## config.mk

```make
export PLATFORM = sky130hd
export DESIGN_NAME = button_conditioner
export DESIGN_NICKNAME = d
export VERILOG_FILES = /design/src/rtl/button_conditioner.sv
export SDC_FILE = /design/constraint.sdc
export NUM_CORES = 1
export LEC_CHECK = 0
export BUFFER_PORTS_ARGS = -buffer_cell sky130_fd_sc_hd__buf_2
export CORE_MARGIN = 8
export CORE_UTILIZATION = 63
export CTS_CLUSTER_SIZE = 20
export DETAILED_ROUTE_END_ITERATION = 8
export PLACE_DENSITY = 0.77
export SYNTH_ARGS = -nofsm -noshare
export SYNTH_HDL_FRONTEND = slang
export SYNTH_SLANG_ARGS = --single-unit
```

## constraint.sdc

```tcl
create_clock -name clk -period 6.2 [get_ports clk]
set_input_delay 1.24 -clock clk [delete_from_list [all_inputs] [get_ports clk]]
set_output_delay 1.24 -clock clk [all_outputs]
set_load 0.01 [all_outputs]
```

## src/rtl/button_conditioner.sv

```systemverilog
`default_nettype none
// ============================================================================
// Module   : button_conditioner
// Purpose  : Conditions two raw push-button inputs (start and user) for the
//            reaction-time benchmark core. Each channel runs a 2-FF
//            synchroniser, then a counter-based debouncer, then a rising-edge
//            detector. The result is a registered one-cycle trigger and a
//            debounced level. The two channels are identical and independent.
// Ports    : clk            - system clock (single domain)
//            rst            - synchronous, active-high reset
//            start_btn_raw  - raw start button (async, active-high, bouncy)
//            user_btn_raw   - raw user button (async, active-high, bouncy)
//            start_trigger  - one-cycle pulse on a debounced start press
//            user_trigger   - one-cycle pulse on a debounced user press
//            start_level    - debounced start level
//            user_level     - debounced user level
// Options  : TRIGGER_LOCKOUT_EN - when defined and both channels would pulse
//            in the same cycle, only user_trigger asserts. The start pulse
//            for that event is dropped and is not issued later.
// Revision : 1.0 - initial release
// ============================================================================
module button_conditioner #(
    parameter int DEBOUNCE_CYCLES = 500,
    parameter int CNT_W           = 16
) (
    input  logic clk,
    input  logic rst,
    input  logic start_btn_raw,
    input  logic user_btn_raw,
    output logic start_trigger,
    output logic user_trigger,
    output logic start_level,
    output logic user_level
);

    // Terminal count. A changed level must persist this many cycles plus one
    // before it is accepted.
    localparam logic [CNT_W-1:0] c_cnt_max = CNT_W'(DEBOUNCE_CYCLES - 1);

    // Channel index 0 = start, 1 = user
    logic [1:0] w_raw;
    logic [1:0] w_level;
    logic [1:0] w_rise;
    logic [1:0] w_trig_next;
    logic [1:0] r_trig;

    assign w_raw = {user_btn_raw, start_btn_raw};

    generate
        for (genvar gi = 0; gi < 2; gi++) begin : g_chan
            logic             r_sync1;
            logic             r_sync2;
            logic             r_stable;
            logic [CNT_W-1:0] r_cnt;
            logic             w_done;

            // The synchronised level differs from the accepted level and has
            // done so long enough. The accepted level flips on this edge.
            assign w_done = (r_sync2 != r_stable) && (r_cnt == c_cnt_max);

            always_ff @(posedge clk) begin
                if (rst) begin
                    r_sync1  <= 1'b0;
                    r_sync2  <= 1'b0;
                    r_stable <= 1'b0;
                    r_cnt    <= '0;
                end else begin
                    r_sync1 <= w_raw[gi];
                    r_sync2 <= r_sync1;
                    if (r_sync2 == r_stable) begin
                        // A bounce back to the accepted level restarts the count
                        r_cnt <= '0;
                    end else if (w_done) begin
                        r_stable <= r_sync2;
                        r_cnt    <= '0;
                    end else begin
                        r_cnt <= r_cnt + CNT_W'(1);
                    end
                end
            end

            assign w_level[gi] = r_stable;
            // A press is accepted on exactly the edge where r_stable goes 0->1
            assign w_rise[gi]  = w_done & r_sync2;
        end
    endgenerate

`ifdef TRIGGER_LOCKOUT_EN
    // The user pulse wins a same-cycle collision so the benchmark never sees
    // a start and a reaction together.
    assign w_trig_next = {w_rise[1], w_rise[0] & ~w_rise[1]};
`else
    assign w_trig_next = w_rise;
`endif

    // The trigger is registered on the same edge that updates the level, so
    // level and trigger rise together.
    always_ff @(posedge clk) begin
        if (rst) begin
            r_trig <= 2'b00;
        end else begin
            r_trig <= w_trig_next;
        end
    end

    assign start_trigger = r_trig[0];
    assign user_trigger  = r_trig[1];
    assign start_level   = w_level[0];
    assign user_level    = w_level[1];

endmodule
`default_nettype wire

```

==> impl_metrics.ini, run 1 <==
[power_and_ir_drop]
switching_share = 0.206
power.internal_uw = 325
net-switching-power_uw = 84.6
comb_power_share = 0.014
max-vdd-ir-drop_mv = 0.192
clockPowerShare = 0.353
power_frac_seq = 0.633
p_leak_nw = 0.542
power_density_mw_per_mm2 = 227

[worst_setup_path]
path_depth = 5
cp.arrival_ns = 2.67
end_kind = flip-flop
r2r_cells = 5
critPathLaunchType = flip-flop
cpMaxStageDelayCell = o21ai_1
crit_path_max_incr_delay_ns = 0.77
critPathRequiredTime_ns = 6.40
critPathBufInv = 0
crit_fanout = 15
crit_chain = ha_1 > or4b_1 > or3_1 > o21ai_1 > nor2_1
critPathTopFamily = simple AND/OR/NAND/NOR gates
startpoint = g_chan[0].r_cnt[0]
crit_end = g_chan[0].r_cnt[10]
path_class = reg2reg
worst_r2r_endpoint = g_chan[0].r_cnt[10]
rr_startpoint = g_chan[0].r_cnt[0]
reg2reg_setup_slack_ns = 3.73

[cts]
cts_buffer_depth = 2
hold_buffers = 0
insertion_delay_ns = 0.35
clock_sinks = 40
cts_tree = built
cts_buffers = 5
ctsResizeCount = 0
htree_levels = 2
cts-root-buf = clkbuf_4
cts_setup_buffers = 0
clk_pin_slew_ns = 0.12

[run]
maxCapViolCount = 0

[finish]
fillers = 201
layout.nets = 204
seq_area_um2 = 801
area_delta_synth_final_pct = 7.21
multi_input_area_um2 = 845
drive_gt1_frac = 0.0960
layout.cells.most_common = dfxtp_1
antennaDiodeCount = 0
layout_common_cells = dfxtp_1 (40), nor2_1 (38), xnor2_1 (24), nand4_1 (10)

[timing]
fmax_mhz = 405
final-hold-violation-count = 0
slew_headroom = 0.347
worst_pin_slew_ns = 0.973
setup_ws_ns = 3.73
setup-tns-final_ns = 0
slew_violations = 0
rsz0062_at_grt = false
fin_skew_ns = 0.0149
period_needed_ns = 2.47
fin_crit_sh = 0.398
setup_viol = 0

[route]
postRouteAntennaNets = 0
vias_per_cell = 5.59
drtIter0Drc = 174
wirelength_mm = 2.89
dr_total_vias = 1275
wire_per_inst_um = 12.7
drt_first_pass_iters = 4
drc = 0

[synthesis]
syn_area_per_cell_um2 = 9.01
ys_seq_elements = 40
yosysUniqueCellTypes = 29
synth_fp_nets = 193
syn_area_mm2 = 0.00168
yosys_warnings = 0
syn_inst = 187
synth.yosys.seq_area_share = 0.475

[grt]
antenna_found_initial = 0
grt_max_degree = 17
grt_pass1_vias = 1193
grt_pass1_wl_mm = 4.93
gr-total-overflow = 0
grtUsageTotal = 0.139

[die]
die_area_mm2 = 0.00458
initial_core_util = 0.674
die_h_um = 67.7
die_x_um = 67.7
core_area_mm2 = 0.00250
io_pins = 8
num_rows = 18

[placed_design]
gp_congestion = 0.796
dp_slack_ns = 3.79
port_buffers = 7
place_hpwl_mm = 2.05

[worst_hold_path]
hold_path.class = reg2reg

[status]
outcome = completed
==> how the worst min path moves through the flow <==
stage / startpoint / endpoint / depth (start not counted)
after detailed placement: g_chan[0].r_sync1 / g_chan[0].r_sync2 / 1
after global placement: g_chan[0].r_sync1 / g_chan[0].r_sync2 / 1
after floorplan: g_chan[0].r_sync1 / g_chan[0].r_sync2 / 1
after CTS: g_chan[0].r_sync1 / g_chan[0].r_sync2 / 1
after global routing: g_chan[0].r_sync1 / g_chan[0].r_sync2 / 1
final: g_chan[0].r_sync1 / g_chan[0].r_sync2 / 1
==> cells in the mapped netlist <==
master,n,area share
a21oi_1,1,0.0030
and3_1,1,0.0037
and4_2,1,0.0059
buf_2,1,0.0030
buf_4,1,0.0045
clkbuf_1,1,0.0022
dfxtp_1,40,0.48
ha_1,2,0.015
inv_1,6,0.013
nand2_1,9,0.020
nand2b_1,1,0.0037
nand3_1,8,0.024
nand4_1,10,0.037
nor2_1,38,0.085
nor2b_1,5,0.019
nor3_1,7,0.021
nor4_1,9,0.033
nor4b_1,3,0.016
o21ai_0,3,0.0089
o21ai_1,1,0.0030
o21ai_4,1,0.0097
or2_2,1,0.0037
or3_1,2,0.0074
or4_1,2,0.0089
or4_4,1,0.0067
or4b_1,1,0.0059
or4b_2,1,0.0059
xnor2_1,24,0.12
xor2_1,6,0.031
==> metal layers <==
metal	share of wire	GRT usage
met2	0.49	0.232
met4	0.021	0.0888
met3	0.040	0.0397
met5	0	0
met1	0.45	0.151
==> power by group through the flow <==
stage / logic [mW] / registers (mW) / clock network, mW
6_report: 0.00576 / 0.259 / 0.145
5_1_grt: 0.00639 / 0.260 / 0.159
4_1_cts: 0.00584 / 0.259 / 0.147
3_5_place_dp: 0.00583 / 0.265 / 0
3_3_place_gp: 0.00547 / 0.265 / 0
2_1_floorplan: 0.00445 / 0.265 / 0
==> through the flow <==
step | utilization | area [um2] | total power [mW] | hold WS, ns | std cells
after floorplan | - | 1680 | 0.269 | 0.414 | 187
after global placement | 0.696 | 1740 | 0.271 | 0.418 | 221
after detailed placement | 0.696 | 1740 | 0.271 | 0.424 | 221
after CTS | 0.722 | 1810 | 0.412 | 0.452 | 228
after global routing | 0.722 | 1810 | 0.425 | 0.461 | 228
final | 0.722 | 1810 | 0.410 | 0.449 | 228
==> flip-flops by register name (all words and copies together) (netlist names) <==
| register | flops |
|---|---|
| g_chan.r_sync2 | 2 |
| g_chan.r_cnt | 32 |
| start_level | 1 |
| g_chan.r_sync1 | 2 |
| user_level | 1 |
| r_trig | 2 |
==> worst reg2reg max path: stages, from the launching register on <==
cell,delay (ns)
dfxtp_1,0.40
ha_1,0.24
or4b_1,0.43
or3_1,0.34
o21ai_1,0.77
nor2_1,0.13
==> final cells by class <==
| type | instances | share of cell area |
|---|---|---|
| sequential | 40 | 0.444 |
| inverter | 6 | 0.0125 |
| timing repair buffer | 7 | 0.0194 |
| tap | 30 | 0.0208 |
| clock buffer | 7 | 0.0360 |
| multi-input combinational | 138 | 0.468 |
==> cells by family after synthesis <==
family / after synthesis / share of synthesized area
AOI/OAI and AO/OA: 6 / 0.0245
xor gates and xnor gates: 30 / 0.156
adders and majority gates: 2 / 0.0149
buffers and inverters: 9 / 0.0230
DFF: 40 / 0.475
and+or+nand+nor: 100 / 0.306
Power figures use the tool's default switching activity.
==> run 2, diff against run 1 <==
--- a/config.mk
+++ b/config.mk
@@ -7,10 +7,10 @@
 export LEC_CHECK = 0
 export BUFFER_PORTS_ARGS = -buffer_cell sky130_fd_sc_hd__buf_2
 export CORE_MARGIN = 8
-export CORE_UTILIZATION = 63
+export CORE_UTILIZATION = 53
 export CTS_CLUSTER_SIZE = 20
 export DETAILED_ROUTE_END_ITERATION = 8
-export PLACE_DENSITY = 0.77
+export PLACE_DENSITY = 0.69
 export SYNTH_ARGS = -nofsm -noshare
 export SYNTH_HDL_FRONTEND = slang
 export SYNTH_SLANG_ARGS = --single-unit
==> constraint.sdc (replaced) <==
create_clock -name clk -period 2.25 [get_ports clk]
set_input_delay 0.45 -clock clk [delete_from_list [all_inputs] [get_ports clk]]
set_output_delay 0.45 -clock clk [all_outputs]
set_load 0.01 [all_outputs]
==> impl_metrics.ini, run 2 (same netlist as run 1, synthesis figures left out) <==
[status]
outcome = completed

[grt]
use_met3 = 0.0510
grt_max_degree = 17
grtUsageTotal = 0.129
grtUsageMet1 = 0.135
use_met2 = 0.223
grt_pass1_vias = 1250
grt_pass1_wl_mm = 5.35
grt_busiest_layer = met2
antenna_found_initial = 0
gr-total-overflow = 0

[worst_setup_path]
cp.arrival_ns = 2.28
crit_fanout = 16
critPathLaunchType = flip-flop
path_class = reg2reg
critPathBufInv = 0
crit_path_max_incr_delay_ns = 0.53
cpMaxStageDelayCell = or4_1
crit_chain = or4_1 > or4_4 > o21ai_4 > nor2_1
critPathTopFamily = simple AND/OR/NAND/NOR gates
critPathRequiredTime_ns = 2.47
end_kind = flip-flop

[power_and_ir_drop]
power_density_mw_per_mm2 = 665
max-vdd-ir-drop_mv = 0.534
p_leak_nw = 0.570
power_mw = 1.25

[cts]
cts_tree = built
cts_buffers = 5
cts_buffer_depth = 2
htree_levels = 2
clock_sinks = 40
hold_buffers = 0
cts-root-buf = clkbuf_4
ctsResizeCount = 0
clk_pin_slew_ns = 0.11
insertion_delay_ns = 0.34
cts_setup_buffers = 0

[finish]
layout.cells.most_common = dfxtp_1
layout_common_cells = dfxtp_1 (40), nor2_1 (38), xnor2_1 (24), nand4_1 (10)
top_register = g_chan.r_cnt
fillers = 266
antennaDiodeCount = 0
area_delta_synth_final_pct = 11.4
drive_gt1_frac = 0.114
seq_area_um2 = 801
layout.nets = 207
final_cell_count_no_fill = 246
largest_reg_flops = 32
multi_input_area_um2 = 845

[route]
drtIter0Drc = 43
drc = 0
drt_first_pass_iters = 4
postRouteAntennaNets = 0
wirelength_mm = 2.96
vias_per_cell = 5.28
wire_per_inst_um = 12.0
dr_total_vias = 1299

[die]
die_h_um = 72.4
die_x_um = 72.4
die_area_mm2 = 0.00524
num_rows = 20
core_area_mm2 = 0.00303
io_pins = 8
initial_core_util = 0.556

[placed_design]
dp_cells = 238
gp_congestion = 0.897
dp_slack_ns = 0.201
port_buffers = 7
place_hpwl_mm = 2.13

[timing]
period_needed_ns = 2.06
slew_violations = 0
setup_viol = 0
setup-tns-final_ns = 0
fin_crit_sh = 0.913
timing.hold.ws_ns = 0.307
slew_headroom = 0.725
setup_ws_ns = 0.195
rsz0062_at_grt = false
final-hold-violation-count = 0
worst_pin_slew_ns = 0.410
fmax_mhz = 487
fin_skew_ns = 0.00673

[worst_hold_path]
hold_path.class = in2reg

[run]
maxCapViolCount = 0
-- run 2: final cells by class --
cell class	instances	area share
clock buffers	7	0.0347
clock inverters	1	0.0160
inverters	6	0.0120
multi-input cells	138	0.450
flip-flops and latches	40	0.427
well taps	44	0.0294
repair buffers	10	0.0307
-- run 2: path summary, 6_finish.rpt --
kind | from | endpoint | slack, ns | depth (start not counted)
setup / recovery | g_chan[1].r_cnt[2] | g_chan[1].r_cnt[7] | 0.19 | 4
hold reg to reg | g_chan[1].r_sync1 | g_chan[1].r_sync2 | 0.45 | 1
setup reg to reg | g_chan[1].r_cnt[2] | g_chan[1].r_cnt[7] | 0.19 | 4
hold / removal | start_btn_raw | g_chan[0].r_sync1 | 0.31 | 2
-- run 2: report_power, final --
| group | switching, mW | total, mW | internal [mW] |
|---|---|---|---|
| Combinational | 0.00939 | 0.0163 | 0.00692 |
| Clock | 0.221 | 0.516 | 0.295 |
| Sequential | 0.00270 | 0.715 | 0.712 |
| Total | 0.233 | 1.25 | 1.01 |
-- run 2: per-stage QoR --
stage / cell area, um2 / util
6_report: 1880 / 0.619
5_1_grt: 1880 / 0.619
4_1_cts: 1880 / 0.619
3_5_place_dp: 1780 / 0.588
3_3_place_gp: 1780 / 0.588
2_1_floorplan: 1680 / -
-- run 2: routing by layer --
metal / routed length [um] / part of all wire
met4: 44 / 0.015
met1: 1280 / 0.43
met3: 111 / 0.038
met5: 0 / 0
met2: 1520 / 0.51
